**src/rtl/onehot_dec_pkg.sv**
```systemverilog
// Shared types, default parameters and the binary-to-one-hot helper for the
// one-hot pulse decoder.
package onehot_dec_pkg;

   typedef enum logic {
      IDLE  = 1'b0,
      DRIVE = 1'b1
   } state_t;

   localparam int DEF_CODE_W  = 3;
   localparam int DEF_NUM_OUT = 8;
   localparam int DEF_HOLD_W  = 4;

   // Widest code the helper supports; callers cast the result down to NUM_OUT.
   localparam int MAX_CODE_W = 8;
   localparam int MAX_OUT    = 1 << MAX_CODE_W;

   function automatic logic [MAX_OUT-1:0] bin2onehot(input logic [MAX_CODE_W-1:0] code);
      logic [MAX_OUT-1:0] v;
      v       = '0;
      v[code] = 1'b1;
      return v;
   endfunction

endpackage

```
**src/rtl/onehot_pulse_decoder_hold_counter.sv**
```systemverilog
// Loadable down-counter that times how long the active one-hot line is held.
// Stops at zero; last flags the final hold cycle.
module hold_counter
#(
   parameter int HOLD_W = 4
)
(
   input  logic              clk,
   input  logic              rst_n,
   input  logic              clr,
   input  logic              load,
   input  logic [HOLD_W-1:0] load_val,
   output logic [HOLD_W-1:0] cnt,
   output logic              last
);

   logic [HOLD_W-1:0] cnt_q, cnt_d;

   always_comb begin
      cnt_d = cnt_q;
      if (clr) begin
         cnt_d = '0;
      end else if (load) begin
         cnt_d = load_val;
      end else if (cnt_q != '0) begin
         cnt_d = cnt_q - HOLD_W'(1);
      end
   end

   always_ff @(posedge clk or negedge rst_n) begin
      if (!rst_n) begin
         cnt_q <= '0;
      end else begin
         cnt_q <= cnt_d;
      end
   end

   assign cnt  = cnt_q;
   assign last = (cnt_q == HOLD_W'(1));

endmodule

```
**src/rtl/onehot_pulse_decoder.sv**
```systemverilog
// Binary-to-one-hot decoder: accepts a code over valid/ready and drives the
// matching line for a programmable number of cycles; out-of-range codes pulse err.
module onehot_pulse_decoder
   import onehot_dec_pkg::*;
#(
   parameter int CODE_W  = DEF_CODE_W,
   parameter int NUM_OUT = DEF_NUM_OUT,
   parameter int HOLD_W  = DEF_HOLD_W
)
(
   input  logic               clk,
   input  logic               rst_n,
   input  logic               clr,
   input  logic               in_valid,
   output logic               in_ready,
   input  logic [CODE_W-1:0]  in_code,
   input  logic [HOLD_W-1:0]  hold_cycles,
   output logic [NUM_OUT-1:0] y,
   output logic               busy,
   output logic               done,
   output logic               err
);

   // Handshake: a code transfers on a rising edge where in_valid && in_ready;
   // in_code/hold_cycles are sampled only then, and in_valid may stay high.
   localparam logic [CODE_W:0] NUM_OUT_W = (CODE_W+1)'(NUM_OUT);

   state_t             state_q, state_d;
   logic [NUM_OUT-1:0] y_q, y_d;
   logic               done_q, done_d;
   logic               err_q, err_d;

   logic               xfer;
   logic               in_range;
   logic               cnt_load;
   logic               cnt_last;
   logic [HOLD_W-1:0]  cnt;
   logic [HOLD_W-1:0]  hold_eff;
   logic [NUM_OUT-1:0] code_onehot;

   assign in_ready    = !clr && ((state_q == IDLE) || cnt_last);
   assign xfer        = in_valid && in_ready;
   assign in_range    = ({1'b0, in_code} < NUM_OUT_W);
   assign hold_eff    = (hold_cycles == '0) ? HOLD_W'(1) : hold_cycles;
   assign code_onehot = NUM_OUT'(bin2onehot(MAX_CODE_W'(in_code)));

   hold_counter #(.HOLD_W(HOLD_W)) u_hold_counter (
      .clk      (clk),
      .rst_n    (rst_n),
      .clr      (clr),
      .load     (cnt_load),
      .load_val (hold_eff),
      .cnt      (cnt),
      .last     (cnt_last)
   );

   // done is registered, so it is raised on the edge that makes cnt reach 1.
   always_comb begin
      state_d  = state_q;
      y_d      = y_q;
      done_d   = 1'b0;
      err_d    = 1'b0;
      cnt_load = 1'b0;
      if (clr) begin
         state_d = IDLE;
         y_d     = '0;
      end else begin
         case (state_q)
            IDLE: begin
               if (xfer) begin
                  if (in_range) begin
                     state_d  = DRIVE;
                     y_d      = code_onehot;
                     cnt_load = 1'b1;
                     done_d   = (hold_eff == HOLD_W'(1));
                  end else begin
                     err_d = 1'b1;
                  end
               end
            end
            DRIVE: begin
               if (cnt_last) begin
                  if (xfer && in_range) begin
                     y_d      = code_onehot;
                     cnt_load = 1'b1;
                     done_d   = (hold_eff == HOLD_W'(1));
                  end else begin
                     state_d = IDLE;
                     y_d     = '0;
                     err_d   = xfer;
                  end
               end else begin
                  done_d = (cnt == HOLD_W'(2));
               end
            end
         endcase
      end
   end

   always_ff @(posedge clk or negedge rst_n) begin
      if (!rst_n) begin
         state_q <= IDLE;
         y_q     <= '0;
         done_q  <= 1'b0;
         err_q   <= 1'b0;
      end else begin
         state_q <= state_d;
         y_q     <= y_d;
         done_q  <= done_d;
         err_q   <= err_d;
      end
   end

   assign y    = y_q;
   assign busy = (state_q == DRIVE);
   assign done = done_q;
   assign err  = err_q;

endmodule
```
**config.mk**
```make
export PLATFORM = sky130hd
export DESIGN_NAME = onehot_pulse_decoder
export DESIGN_NICKNAME = d
export VERILOG_FILES = /design/src/rtl/onehot_dec_pkg.sv /design/src/rtl/onehot_pulse_decoder_hold_counter.sv /design/src/rtl/onehot_pulse_decoder.sv
export SDC_FILE = /design/constraint.sdc
export NUM_CORES = 1
export LEC_CHECK = 0
export CAP_MARGIN = 30
export CORE_UTILIZATION = 40
export CTS_CLUSTER_SIZE = 14
export DETAILED_ROUTE_END_ITERATION = 10
export HOLD_SLACK_MARGIN = 0.03
export MAX_ROUTING_LAYER = met4
export PLACE_DENSITY_LB_ADDON = 0.1
export REMOVE_ABC_BUFFERS = 1
export SYNTH_ARGS = -nofsm -noshare
export SYNTH_HDL_FRONTEND = slang
export SYNTH_SLANG_ARGS = --single-unit
```
**constraint.sdc**
```tcl
create_clock -name clk -period 1.97 [get_ports clk]
set_input_delay 0.394 -clock clk [delete_from_list [all_inputs] [get_ports clk]]
set_output_delay 0.394 -clock clk [all_outputs]
set_load 0.02 [all_outputs]
```
==> results of run 1 <==
## state kept, by name (all words and copies together), names as in the netlist
register and cells:
y 8, u_hold_counter.cnt 4, busy 1, done 1
## repair_timing
item	CTS	global route
endpoints found under the setup margin	1	3
pin swaps	1	2
buffers inserted	0	0
gates resized for setup	5	7
hold buffers	0	0
## worst register-to-register path: stages, from the launching register on
cell and delay, ns:
dfrtp_1 0.42, buf_4 0.16, inv_1 0.10, ha_4 0.15, or4b_4 0.48, a21oi_4 0.14, nor4_1 0.06, a221o_1 0.26
## final timing paths
check	from	endpoint	slack, ns
worst max-delay path	u_hold_counter.cnt[1]$_DFFE_PN0P_	in_ready	0.02
worst max register to register	u_hold_counter.cnt[0]$_DFFE_PN0P_	u_hold_counter.cnt[1]$_DFFE_PN0P_	0.08
worst min register to register	y[7]$_DFFE_PN0P_	y[7]$_DFFE_PN0P_	0.49
min in group asynchronous	rst_n	u_hold_counter.cnt[1]$_DFFE_PN0P_	0.50
max in group asynchronous	rst_n	y[4]$_DFFE_PN0P_	1.07
worst min-delay path	y[7]$_DFFE_PN0P_	y[7]$_DFFE_PN0P_	0.49
## per-layer routing
layer	routed length [um]	track usage (%)	share of wire, %
met5	0	-	0
met4	0	5.455	0
met3	101	8.333	6.3
met2	727	25.43	45
met1	782	24.18	49
## cells by family after synthesis
| family | after synthesis |
|---|---|
| compound gates | 17 |
| buf+inv | 6 |
| fa+ha+maj | 3 |
| xor+xnor | 1 |
| mux | 2 |
| simple gates | 24 |
| other cells | 1 |
| flops | 14 |
## cell usage in the layout (no fill, tap or decap), types with 3 or more instances in the layout
cell	netlist	final
clkdlybuf4s50_1	0	20
dfrtp_1	14	14
buf_4	1	10
a22o_1	6	6
nor2_1	4	4
a21oi_1	4	3
clkbuf_4	0	3
## area by class of cell
cell class,instances,area (um^2)
Multi-Input combinational cell,48,401.6
Tap cell,25,31.28
Inverter,3,11.26
Sequential cell,14,350.3
Timing Repair Buffer,30,275.3
Clock buffer,4,36.28
Fill cell,166,658.1
## power by group
part	total, mW	internal, mW	switching [mW]
registers	0.361	0.326	0.0355
logic	0.466	0.242	0.225
clock network	0.200	0.113	0.0879
total	1.03	0.680	0.348
==> metrics, run 1 <==
largest net degree at the start of global routing=15; Routed wire per std cell=roughly 13 um; Avg Vias per Cell=5.032; share of cells above drive strength 1=between 20% and 30%; Final period util=98.74%; setup_tns=0 ns; fmax=about 500 MHz; pre-CTS setup slack=-0.1283 ns; Crit Path Category=register to output port; crit path DAT=between 1.5 and 2 ns; Synth area leader=dfrtp_1; drt initial violations=15; initial antenna violation count=0; status=finished clean; Placer Congestion=a little under 0.8; top cell type's share of synthesized area=a little under half; HPWL Detailed=around 1200 um; die width=around 46 um; hold crit path type=register to register; Top Family by Delay on Critical Path=flip-flops; synthesized area=between 700 and 800 um^2; EDFF count, synth=0; CTS tree=yes; crit path cell chain=inv_2 > ha_4 > or3b_4 > a21oi_2 > buf_4; # placed instances=120; drt drc=0; fin. max-slew vios=0; RSZ-0062 raised after global routing=true; post-synthesis mux area share=roughly 2.6%; CP Capture Type=output port; Required @ worst endpoint=between 1.5 and 2 ns; min cycle time layout=about 1.9 ns; P_leak=between 0.4 and 0.5 nW; Commonest cells post-synth=dfrtp_1, a22o_1, a21oi_1, nor2_1; r2r worst-path depth=7; syn avg cell area=11.21 um^2; Hold WS=slightly below 0.5 ns; Simple-Gate Fraction of Synth Area=around a fifth; Slew @ Worst Pin=between 0.6 and 0.7 ns; Main synth FF type=dfrtp_1; Max transition margin=around 58%; fin cells=between 100 and 150; Synth Warn #=0; crit-path max FO=2; drt first pass iters=4; die area=0.002083 mm^2; I/O Buffers=21; Die Ht=45.65 um; ranking of synthesized cells by area=dfrtp_1, a22o_1, ha_1; CTS H-tree depth=1; Clk Latency, worst-skew pair=~0.28 ns; adder-cell share of the synthesized area=about 5%; buffer depth of the longest clock path=2; number of library cell types mapped by synthesis=30; CP peak stage delay=0.40 ns; Post-Syn Instances=just under 70; largest family of logic cells by synthesized area=simple AND/OR/NAND/NOR gates; Worst Path Buf+Inv=2; Post-synth ARST share=100.0%; clock slew at reported path FFs=around 0.08 ns; Finished Cell Area=between 0.001 and 0.0015 mm^2; startpoint type of the worst setup path=register; # IOs=23; maximum VDD drop=about 0.54 mV; clock skew=0.003937 ns; total power=roughly 1 mW; Synth Register Bits=14; setup violators final=0; Final Hold Vio Count=0; root buffer cell=clkbuf_4; Worst Hold Depth=1; ANT cells=0; Placed Area=0.001041 mm^2; Max stage delay cell, worst path=dfrtp_1; complex-gate fraction of the synthesized area=a little under a fifth; total wire length after detailed routing=around 1600 um; PnR worst setup slack=~0.025 ns; first-pass GRT wire length=2546 um; Synth Area in XOR/XNOR=under 10%; Initial Util=43.19%; Site Rows=15; top-count cell post-synth=dfrtp_1; vias in the first global route=about 570; GRT overflow=0; via count=~620; core area=0.001764 mm^2; ANT nets after route=0; Sink Count=14; post-layout util=62.70%; CP Depth=5; register area share after synthesis=45.98%; max-cap violation count=0; GRT Total Usage=between 15 and 20%; Area Growth Syn to Fin=45.16%; Nets=~110; PD cells=a little over 900 mW/mm^2; number of buffers created by CTS=3
Power figures use the tool's default switching activity.
==> inputs of run 2 (changes only) <==
--- a/config.mk
+++ b/config.mk
@@ -5,6 +5,7 @@
 export SDC_FILE = /design/constraint.sdc
 export NUM_CORES = 1
 export LEC_CHECK = 0
+export ABC_AREA = 1
 export CAP_MARGIN = 30
 export CORE_UTILIZATION = 40
 export CTS_CLUSTER_SIZE = 14
==> run 2 against run 1 <==
Against the previous run:
- clock skew grew 0.0058 ns
- via count grew 12%
- maximum frequency grew 9.4%
- critical path type unchanged
- largest cell class unchanged
==> metrics, run 2 <==
RSZ-0062 raised after global routing=false (was true); Commonest cells post-synth=nand2_1, dfrtp_1, inv_1, nand3_1, nor2_1 (was dfrtp_1, a22o_1, a21oi_1, nor2_1); synthesized area=800.8 um^2 (was 762.0 um^2); HPWL Detailed=1295 um (was 1214 um); hold crit path type=input port to async pin (was register to register); post-layout util=59.65% (was 62.70%); clock skew=0.009739 ns (was 0.003937 ns); drt drc=0 (unchanged); Fill cells=185 (was 166); setup_tns=0 ns (unchanged); root buffer cell=clkbuf_4 (unchanged); CTS tree=yes (unchanged); register area share after synthesis=43.75% (was 45.98%); startpoint type of the worst setup path=register (unchanged); CP Capture Type=output port (unchanged); Required @ worst endpoint=1.58 ns (about the same); Clock power frac=17.7% (was 19.5%); total wire length after detailed routing=1658 um (was 1611 um); max FFs per register=8 (unchanged); status=finished clean (unchanged); Reg2Reg Capture Point=y[1]$_DFFE_PN0P_ (was u_hold_counter.cnt[1]$_DFFE_PN0P_); top cell type's share of synthesized area=43.75% (was 45.98%); top-count cell post-synth=nand2_1 (was dfrtp_1); CP endpoint=in_ready (unchanged); Nets=144 (was 114); ranking of synthesized cells by area=dfrtp_1, nand2_1, inv_1 (was dfrtp_1, a22o_1, ha_1); Final period util=90.27% (was 98.74%); Post-synth ARST share=100.0% (unchanged); # IOs=23 (unchanged); Site Rows=15 (unchanged); Initial Util=44.44% (was 43.19%); via count=698 (was 624); fmax=562.4 MHz (was 514.1 MHz); syn avg cell area=7.851 um^2 (was 11.21 um^2); combinational power share=41.9% (was 45.4%); I/O Buffers=21 (unchanged); number of library cell types mapped by synthesis=23 (was 30); Max transition margin=59.24% (was 57.69%); P_leak=0.5676 nW (was 0.4760 nW); CTS Hold Bufs=0 (unchanged); Seq pwr share=40.4% (was 35.1%); Clk Latency, worst-skew pair=0.29 ns (was 0.28 ns); EDFF count, synth=0 (unchanged); r2r worst-path depth=7 (unchanged); Crit Path Category=register to output port (unchanged); clock slew at reported path FFs=0.08 ns (about the same); Die Ht=46.74 um (was 45.65 um); GRT Total Usage=19.00% (was 18.47%); commonest cells after routing, fill and taps aside=nand2_1, clkdlybuf4s50_1, dfrtp_1 (was clkdlybuf4s50_1, dfrtp_1, buf_4); Main synth FF type=dfrtp_1 (unchanged); maximum VDD drop=0.7114 mV (was 0.5408 mV); die area=0.002185 mm^2 (was 0.002083 mm^2); CP Launch Point=u_hold_counter.cnt[1]$_DFFE_PN0P_ (unchanged); most common cell after layout, fill and taps aside=nand2_1 (was clkdlybuf4s50_1); Finished Cell Area=0.001075 mm^2 (was 0.001106 mm^2); Post-Syn Instances=102 (was 68); PD cells=847.5 mW/mm^2 (was 929.2 mW/mm^2); crit path DAT=1.38 ns (was 1.55 ns); max-cap violation count=0 (unchanged); Synth Register Bits=14 (unchanged); switching power total=0.3471 mW (was 0.3480 mW); post-CTS setup buffers=0 (unchanged); Sink Count=14 (unchanged); setup violators final=0 (unchanged); ANT cells=0 (unchanged); Synth area leader=dfrtp_1 (unchanged); ANT nets after route=0 (unchanged); GRT overflow=0 (unchanged); crit-path max FO=6 (was 2); vias in the first global route=667 (was 572); Area Growth Syn to Fin=34.22% (was 45.16%); FF-to-FF Start=u_hold_counter.cnt[1]$_DFFE_PN0P_ (was u_hold_counter.cnt[0]$_DFFE_PN0P_); CTS H-tree depth=1 (unchanged); internal power=0.5638 mW (was 0.6798 mW); R2R Setup Slk=0.56 ns (was 0.08 ns); total power=0.9109 mW (was 1.028 mW); Placer Congestion=0.7662 (was 0.7940); Slew @ Worst Pin=0.6095 ns (was 0.6347 ns); Routed wire per std cell=10.84 um (was 12.99 um); Synth Warn #=0 (unchanged); first-pass GRT wire length=2766 um (was 2546 um); Avg Vias per Cell=4.562 (was 5.032); drt initial violations=15 (unchanged); buffer depth of the longest clock path=2 (unchanged); core area=0.001802 mm^2 (was 0.001764 mm^2); share of cells above drive strength 1=14.84% (was 26.26%); largest net degree at the start of global routing=15 (unchanged); die width=46.74 um (was 45.65 um); Final Hold Vio Count=0 (unchanged); drt first pass iters=4 (unchanged); initial antenna violation count=0 (unchanged); number of buffers created by CTS=3 (unchanged); min cycle time layout=1.778 ns (was 1.945 ns); fin. max-slew vios=0 (unchanged); Placed Area=0.001057 mm^2 (was 0.001041 mm^2); sw frac=38.11% (was 33.86%)
## run 2: cell count changes in the layout (fill, tap and decap cells not counted), moves of 3 or more
cell     previous run  this run
a22o_1              6         0
buf_4              10         3
inv_1               2        11
nand3_1             2         8
nand2_2             0         3
nor2_1              4         8
nand2_1             2        34
## run 2: final cells by class
type | instances | area [um^2] | share of cell area (%)
multi-input cells | 74 | 389.1 | 36.20
flip-flops and latches | 14 | 350.3 | 32.60
repair buffers | 24 | 227.7 | 21.19
inverters | 13 | 53.80 | 5.006
well taps | 25 | 31.28 | 2.910
clock buffers | 3 | 22.52 | 2.095
## run 2: power by group through the flow
stage	Sequential, mW	Combinational, mW	Clock [mW]
6_report	0.368	0.382	0.161
5_1_grt	0.374	0.453	0.172
4_1_cts	0.368	0.390	0.164
3_5_place_dp	0.374	0.390	0
3_3_place_gp	0.372	0.370	0
2_1_floorplan	0.379	0.261	0
## run 2: through the flow
step	setup slack, ns	hold WS (ns)	cells
floorplan	0.6162	0.09841	101
CTS	0.01138	0.4865	153
global placement	0.006181	0.4633	150
detailed placement	-0.002674	0.4659	150
finish	0.1918	0.4798	153
global route	0.08735	0.5047	153
## run 2: worst min path at each step
stage                           startpoint               end  slack (ns)  depth (start not counted)
after CTS                 y[1]$_DFFE_PN0P_  y[1]$_DFFE_PN0P_        0.49                          2
after floorplan                      rst_n    busy$_DFF_PN0_         0.1                          0
after global placement    y[6]$_DFFE_PN0P_  y[6]$_DFFE_PN0P_        0.46                          2
after detailed placement  y[0]$_DFFE_PN0P_  y[0]$_DFFE_PN0P_        0.47                          2
after global routing      y[1]$_DFFE_PN0P_  y[1]$_DFFE_PN0P_        0.50                          2
final                                rst_n    busy$_DFF_PN0_        0.48                          1
## run 2: worst max-delay path, stage by stage (launching register included)
cell      delay, ns
dfrtp_1        0.41
inv_1          0.10
ha_1           0.16
nand2_2        0.08
nand2_4        0.10
nand2_1        0.05
inv_1          0.05
clkbuf_2       0.15
## run 2: timing repair
action                     4_1_cts  5_1_grt
setup endpoints to repair        1        1
gates resized for setup          1        2
hold endpoints to repair         0        0
## run 2: routing by layer
metal  share of wire (%)  GRT usage [%]  vias up
met4                 1.3          5.143        0
met2                  46          30.00       17
met3                 5.4          5.769        3
met1                  47          23.66      308
met5                   0              -        -
li1                    -              -      370
## run 2: kinds of logic (layout without fill, tap and decap cells)
family / Yosys count / in the layout / share of synthesized area, %
simple gates: 62 / 62 / 36.10
buf+inv: 14 / 40 / 7.656
flops: 14 / 14 / 43.75
fa+ha+maj: 3 / 3 / 4.688
compound gates: 6 / 6 / 5.156
other cells: 1 / 1 / 0.4683
xor+xnor: 2 / 2 / 2.188
